File: src/rtl/sevenseg_capture_pkg.sv
// sevenseg_capture_pkg: glyph table, blank pattern and FSM states shared with the display encoder
package sevenseg_capture_pkg;

    // Active-low {g,f,e,d,c,b,a} glyphs; index is the hex nibble shown.
    localparam logic [6:0] GLYPHS [16] = '{
        7'b1000000, 7'b1111001, 7'b0100100, 7'b0110000,
        7'b0011001, 7'b0010010, 7'b0000010, 7'b1111000,
        7'b0000000, 7'b0011000, 7'b0001000, 7'b0000011,
        7'b1000110, 7'b0100001, 7'b0000110, 7'b0001110
    };

    localparam logic [6:0] SEG_BLANK = 7'b1111111;

    typedef enum logic [1:0] {IDLE, SETTLE, HOLD} state_t;

endpackage

File: src/rtl/seg_pattern_decode.sv
// seg_pattern_decode: 7-segment pattern to nibble and legal flag; SEGCAP_BLANK_EN adds a blank flag
module seg_pattern_decode
    import sevenseg_capture_pkg::*;
(
    input  logic [6:0] pattern,
    output logic [3:0] nibble,
    output logic       legal
`ifdef SEGCAP_BLANK_EN
    ,
    output logic       blank
`endif
);

    // Table lookup against the shared glyph set; blank decodes to nibble 0.
    always_comb begin
        nibble = '0;
        legal  = 1'b0;
        for (int k = 0; k < 16; k++)
            if (pattern == GLYPHS[k]) begin
                nibble = 4'(k);
                legal  = 1'b1;
            end
`ifdef SEGCAP_BLANK_EN
        blank = pattern == SEG_BLANK;
        legal = legal | blank;
`endif
    end

endmodule

File: src/rtl/sevenseg_capture.sv
// sevenseg_capture: recovers a multiplexed 7-segment frame into a hex word; SEGCAP_BLANK_EN accepts blank digits
module sevenseg_capture
    import sevenseg_capture_pkg::*;
#(
    parameter int NUM_DIGITS    = 4,
    parameter int STABLE_CYCLES = 8,
    parameter int CNT_W         = 4
) (
    input  logic                    clk,
    input  logic                    reset_n,
    input  logic [6:0]              hex_display,
    input  logic [NUM_DIGITS-1:0]   anode_n,
    input  logic                    clear_err,
    output logic [4*NUM_DIGITS-1:0] value,
    output logic                    value_valid,
    output logic [NUM_DIGITS-1:0]   err_mask
`ifdef SEGCAP_BLANK_EN
    ,
    output logic [NUM_DIGITS-1:0]   blank_mask
`endif
);

    logic [6:0]              hd_s1, hd_s2, hd_p;
    logic [NUM_DIGITS-1:0]   an_s1, an_s2, an_p;
    logic [NUM_DIGITS-1:0]   sel, captured;
    logic [4*NUM_DIGITS-1:0] shadow;
    logic [CNT_W-1:0]        cnt;
    logic [3:0]              nibble;
    logic                    legal, same, one_hot, accept, full;
    state_t                  state;
`ifdef SEGCAP_BLANK_EN
    logic                    blank;
    logic [NUM_DIGITS-1:0]   blank_sh;
`endif

    seg_pattern_decode u_dec (
        .pattern (hd_s2),
        .nibble  (nibble),
        .legal   (legal)
`ifdef SEGCAP_BLANK_EN
        ,
        .blank   (blank)
`endif
    );

    assign sel     = ~an_s2;
    assign same    = {an_s2, hd_s2} == {an_p, hd_p};
    assign one_hot = $countones(sel) == 1;
    assign accept  = state == SETTLE && same && cnt == CNT_W'(STABLE_CYCLES - 2);
    assign full    = &captured;

    // Two-flop synchronizers plus the previous-sample copy used for change detection.
    always_ff @(posedge clk or negedge reset_n) begin
        if (!reset_n) begin
            hd_s1 <= '1;
            hd_s2 <= '1;
            hd_p  <= '1;
            an_s1 <= '1;
            an_s2 <= '1;
            an_p  <= '1;
        end else begin
            hd_s1 <= hex_display;
            hd_s2 <= hd_s1;
            hd_p  <= hd_s2;
            an_s1 <= anode_n;
            an_s2 <= an_s1;
            an_p  <= an_s2;
        end
    end

    // Stability FSM, digit capture and frame assembly; accept fires as the counter reaches STABLE_CYCLES-1.
    always_ff @(posedge clk or negedge reset_n) begin
        if (!reset_n) begin
            state       <= IDLE;
            cnt         <= '0;
            shadow      <= '0;
            captured    <= '0;
            value       <= '0;
            value_valid <= 1'b0;
            err_mask    <= '0;
`ifdef SEGCAP_BLANK_EN
            blank_sh    <= '0;
            blank_mask  <= '0;
`endif
        end else begin
            state       <= state == IDLE ? (one_hot ? SETTLE : IDLE) :
                           !same         ? (one_hot ? SETTLE : IDLE) :
                           accept        ? HOLD : state;
            cnt         <= (state == SETTLE && same) ? cnt + CNT_W'(1) : '0;
            value_valid <= full;
            captured    <= (full ? '0 : captured) | (accept ? sel : '0);
            err_mask    <= (clear_err ? '0 : err_mask) | (accept && !legal ? sel : '0);
            if (full) value <= shadow;
            for (int i = 0; i < NUM_DIGITS; i++)
                if (accept && legal && sel[i]) shadow[4*i +: 4] <= nibble;
`ifdef SEGCAP_BLANK_EN
            if (full) blank_mask <= blank_sh;
            for (int i = 0; i < NUM_DIGITS; i++)
                if (accept && legal && sel[i]) blank_sh[i] <= blank;
`endif
        end
    end

endmodule

File: config.mk
export PLATFORM = sky130hd
export DESIGN_NAME = sevenseg_capture
export DESIGN_NICKNAME = d
export VERILOG_FILES = /design/src/rtl/sevenseg_capture_pkg.sv /design/src/rtl/seg_pattern_decode.sv /design/src/rtl/sevenseg_capture.sv
export SDC_FILE = /design/constraint.sdc
export NUM_CORES = 1
export LEC_CHECK = 0
export ABC_CLOCK_PERIOD_IN_PS = 5900
export CORE_ASPECT_RATIO = 0.8
export CORE_MARGIN = 1
export CORE_UTILIZATION = 35
export DETAILED_ROUTE_END_ITERATION = 7
export GPL_TIMING_DRIVEN = 0
export MAX_ROUTING_LAYER = met4
export PLACE_DENSITY_LB_ADDON = 0.25
export SKIP_CTS_REPAIR_TIMING = 1
export SYNTH_ARGS = -nofsm -noshare
export SYNTH_HDL_FRONTEND = slang
export SYNTH_SLANG_ARGS = --single-unit
File: constraint.sdc
create_clock -name clk -period 5.9 [get_ports clk]
set_input_delay 0.59 -clock clk [delete_from_list [all_inputs] [get_ports clk]]
set_output_delay 0.59 -clock clk [all_outputs]
set_load 0.05 [all_outputs]
==> run metrics, run 1 <==
fin area 4314 µm²; core footprint 9649 µm²; Clock Latency Late Sink 0.34 ns; Util after Layout 0.4471; drt initial violations 163; FP Rows 32; compound-cell area share of the yosys netlist 0.1177; Worst R2R Start hd_s2[4]; most common cell in the synthesized netlist nand2_1; dpl cell area 4004 µm²; CTS tree built; PD cells 281.8 nW/µm²; Area Overhead vs Synth 24.12%; critical path data arrival time 2.83 ns; clk sinks 80; Hold WC Path Type in -> async; Final Skew 0.004242 ns; syn nets 326; crit path capture type register; antenna-violating nets left 0; routed vias 2,395; Worst VDD drop 0.2040 mV; Final Cycle Share 0.4440; TNS Setup 0 ns; syn_area_per_cell 11.32 µm²; die width 113.4 µm; Die Ht 91.14 µm; H-tree depth 3; Num CTS Buffers 9; Max Cap Violations 0; CP startpoint kind register; Tmin final 2.620 ns; largest cells by area after synthesis dfrtp_1, dfstp_2, nand2_1; crit path kind reg -> reg; DRC 0; largest net degree at the start of global routing 43; vias in the first global route 2,419; Max Clock Freq 381.7 MHz; Post-synth EDFFs 0; total power 0.001216 W; mapped cell area 3476 µm²; ys flop type dfrtp_1; I/O Buffers 34; Static Leak 1.866 nW; largest family of logic cells by synthesized area simple AND/OR/NAND/NOR gates; cell count after synthesis 307; first-pass GRT wire length 12,080 µm; status completed; Crit Path Max Fanout 10; 1st-pass router iterations 4; sequential area share after synthesis 0.5878; initial antenna violation count 0; maximum clock path buffer count 2; origin of the worst setup path hd_s2[4]; Ys Warns 0; Reg clk slew, reported paths 0.06 ns; synth cell count leaders nand2_1, dfrtp_1, dfstp_2; detailed placer's ending HPWL 4773 µm; overall routed net length 6841 µm; Antenna Cells 0; # nets final 372; cells on worst reg2reg path 6; share of the synthesized area in the top cell type 0.3384; post-synth cell types 51; Synth Area in Adders 0.02016; share of layout cells above drive strength 1 0.1788; FFs w/ async S/R, synth 1.000; Critical Path RT 6.11 ns; Worst-Margin Slew 0.6309 ns; mux cell area share after synthesis 0; Simple-Gate Fraction of Synth Area 0.1983; final setup violating endpoints 0; starting density of the core 0.3602; RSZ-0062 raised after global routing no; post-synthesis register bit count 80; clk root buf clkbuf_16; via density per instance 4.848; Synth Area in XOR/XNOR 0.03528; total grt overflow 0; wire per inst 13.85 µm; Slew HR 0.5761; top cell type by total area after synthesis dfrtp_1; Slew Limit Fails 0; final number of hold-violating endpoints 0; Tot GR Track Use 0.1578; GP Congestion 0.8227; Ports 35; DIE AREA 10,340 µm²
-- kinds of logic (layout without fill, tap and decap cells) --
group / Yosys count / after routing
simple gates: 123 / 123
flops: 80 / 80
compound gates: 52 / 52
buf+inv: 33 / 84
xor+xnor: 14 / 14
fa+ha+maj: 5 / 5
-- power breakdown --
part / leakage, nW / internal [W] / switching [W] / total [W]
sequential: 1.00 / 0.000571 / 0.0000115 / 0.000582
clock: 0.150 / 0.000339 / 0.000224 / 0.000563
combinational: 0.713 / 0.0000279 / 0.0000421 / 0.0000700
-- metrics by stage --
step                hold WS, ns  std cells  setup WS (ns)
floorplan                0.2944        307          3.729
global placement         0.3463        477          1.478
detailed placement       0.3468        478          3.326
CTS                      0.2248        494          3.296
global route             0.2507        494          3.043
finish                   0.2251        494          3.280
-- sequential cells by signal, summed over array words and instances, names as in the netlist, 7 cells and up --
| name | count |
|---|---|
| hd_p | 7 |
| hd_s1 | 7 |
| hd_s2 | 7 |
| shadow | 16 |
| value | 16 |
-- layout make-up --
cell class	count	area, µm²
repair buffers	35	357.8
well taps	136	170.2
inverters	15	56.30
flip-flops and latches	80	2043
clock inverters	4	31.28
fillers	890	5335
clock buffers	12	279.0
multi-input cells	194	1291
plain buffers	18	85.08
-- worst max-delay path, stage by stage, from the launching register on --
cell and delay [ns]:
dfstp_2 0.53, buf_2 0.20, nor4bb_1 0.59, a22oi_1 0.25
clkbuf_1 0.32, a31oi_1 0.47, a2bb2oi_1 0.13
-- per-layer routing --
metal / up-vias / track usage / share of wire
li1: 1170 / - / -
met1: 1158 / 0.2219 / 0.51
met2: 55 / 0.2096 / 0.43
met3: 12 / 0.05140 / 0.048
met4: 0 / 0.05811 / 0.016
met5: - / - / 0
-- worst paths after layout --
check	to	slack [ns]
min in group clk	an_s2[2]	0.35
max in group asynchronous	value_valid	5.12
worst max-delay path	shadow[13]	3.28
worst min register to register	an_s2[2]	0.35
worst max register to register	shadow[13]	3.28
worst min-delay path	value[8]	0.23
-- cells in the final DEF (no fill, tap or decap), types with 3 or more instances in the layout --
master and count:
a311oi_2 3, clkbuf_16 11, a21o_1 3, ha_1 4, nand4_1 3, and3_1 5, nor4bb_1 7, and4_1 4
nand2_1 49, nand2b_1 5, a211oi_1 4, dfstp_2 33, nand3_1 5, nor3b_1 4, xor2_1 13, inv_1 15
a2bb2oi_1 12, buf_1 3, clkbuf_1 12, o22ai_1 8, clkdlybuf4s50_1 33, o21ai_0 9, dfrtp_1 47, nor2_1 9
nor3_1 13
Power figures use the tool's default switching activity.
==> run 2, diff against run 1 <==
ABC_CLOCK_PERIOD_IN_PS = 2650   (was 5900)
clock period = 2.65 ns   (was 5.9 ns; I/O delays follow)
==> run metrics, run 2 (synthesis results as in run 1) <==
CTS tree built; PD cells 622.0 nW/µm² (+120%); Ports 35 (unchanged); Largest regs shadow x16, value x16; antenna-violating nets left 0 (unchanged); Clock Latency Late Sink 0.34 ns (about the same); Critical Path RT 2.85 ns (-3.26 ns); clock share of power 0.461 (-0.002); Min Hold Slack 0.3259 ns (+0.1008 ns); Reg power frac 0.478 (about the same); core footprint 9649 µm² (unchanged); status completed; via density per instance 4.901 (+1.1%); DIE AREA 10,340 µm² (unchanged); GP Congestion 0.8227 (unchanged); wire per inst 13.88 µm (+0.22%); post-route setup slack 0.2119 ns (-3.069 ns); Max Cap Violations 0 (unchanged); most frequent cells in the layout nand2_1, dfrtp_1, dfstp_2, clkdlybuf4s50_1, inv_1; total grt overflow 0 (unchanged); first-pass GRT wire length 12,080 µm (unchanged); Hold WC Path Type in -> reg; Worst-Margin Slew 0.5643 ns (-0.06662 ns); H-tree depth 3 (unchanged); TNS Setup 0 ns (unchanged); starting density of the core 0.3602 (unchanged); Final Skew 0.004185 ns (-0.00005673 ns); final number of hold-violating endpoints 0 (unchanged); Worst VDD drop 0.4541 mV (+120%); Die Ht 91.14 µm (unchanged); drt initial violations 139 (-15%); share of layout cells above drive strength 1 0.1978 (+0.01900); FP Rows 32 (unchanged); Slew HR 0.6238 (+0.04765); CP startpoint kind register; overall routed net length 6870 µm (+0.42%); P_int 0.002092 W (+120%); Num CTS Buffers 9 (unchanged); crit path kind reg -> reg; Slew Limit Fails 0 (unchanged); I/O Buffers 34 (unchanged); crit path capture type register; Antenna Cells 0 (unchanged); vias in the first global route 2,419 (unchanged); RSZ-0062 raised after global routing no; routed vias 2,426 (+1.3%); fin area 4368 µm² (+1.2%); 1st-pass router iterations 4 (unchanged); Tmin final 2.438 ns (-0.1815 ns); Area Overhead vs Synth 25.67%; Net Sw Frac 0.2302 (+0.001401); # nets final 373 (+0.27%); clk sinks 80 (unchanged); Tot GR Track Use 0.1578 (unchanged); Crit Path Max Fanout 10 (unchanged); most common cell after layout, fill and taps aside nand2_1; detailed placer's ending HPWL 4773 µm (unchanged); Logic pwr share 0.061 (+0.003); clk root buf clkbuf_16; die width 113.4 µm (unchanged); Final Cycle Share 0.9200 (+0.4760); Reg clk slew, reported paths 0.06 ns (about the same); critical path data arrival time 2.64 ns (-0.19 ns); pre-CTS WS 0.07553 ns (-3.250 ns); largest net degree at the start of global routing 43 (unchanged); dpl cell area 4004 µm² (unchanged); maximum clock path buffer count 2 (unchanged); switching pwr 0.0006254 W (+120%); Max Clock Freq 410.2 MHz (+7.4%); DRC 0 (unchanged); Static Leak 1.889 nW (+1.3%); final setup violating endpoints 0 (unchanged); initial antenna violation count 0 (unchanged)
==> run 2: final timing paths <==
path,from,endpoint,slack [ns],cells after the start
worst max-delay path,hd_s2[5],shadow[6],0.21,6
worst min-delay path,anode_n[1],an_s1[1],0.33,1
worst max register to register,hd_s2[5],shadow[6],0.21,6
worst min register to register,an_s1[2],an_s2[2],0.35,0
max in group asynchronous,reset_n,value_valid,1.64,3
min in group asynchronous,reset_n,value[8],0.45,2
==> run 2: final cells by class <==
class,instances,area [µm²]
Tap cell,136,170.2
Clock inverter,4,31.28
Clock buffer,12,279.0
Multi-Input combinational cell,194,1331
Buffer,18,88.84
Timing Repair Buffer,36,367.9
Fill cell,884,5281
Sequential cell,80,2043
Inverter,15,56.30
==> run 2: worst max-delay path, cell delays in order (launching register included) <==
cell and delay (ns):
dfstp_2 0.53, or4b_4 0.49, or4_1 0.42, o211a_2 0.16, buf_6 0.15, a31oi_1 0.41, a2bb2oi_1 0.14
==> run 2: power groups by stage <==
stage	combinational (W)	sequential [W]	clock, W
4_1_cts	0.000159	0.00130	0.00129
6_report	0.000167	0.00130	0.00125
3_3_place_gp	0.000152	0.00132	0
5_1_grt	0.000188	0.00130	0.00135
3_5_place_dp	0.000158	0.00132	0
2_1_floorplan	0.0000888	0.00131	0
==> run 2: metrics by stage <==
step	power, W	utilization	std cells
floorplan	0.001399	-	307
global placement	0.001469	0.4131	477
detailed placement	0.001476	0.4149	478
CTS	0.002747	0.4471	494
global route	0.002840	0.4527	495
finish	0.002717	0.4527	495
==> run 2: routing by layer <==
metal,track usage,wire [µm],vias to the layer above
met1,0.2219,3536,1186
met3,0.05140,297,10
met5,-,0,-
met2,0.2096,2929,54
li1,-,-,1176
met4,0.05811,106,0
==> run 3, diff against run 2 <==
CAP_MARGIN = 30   (was unset)
==> results of run 3 <==
Same layout as run 2: the final DEF is identical, and so are final timing and power.
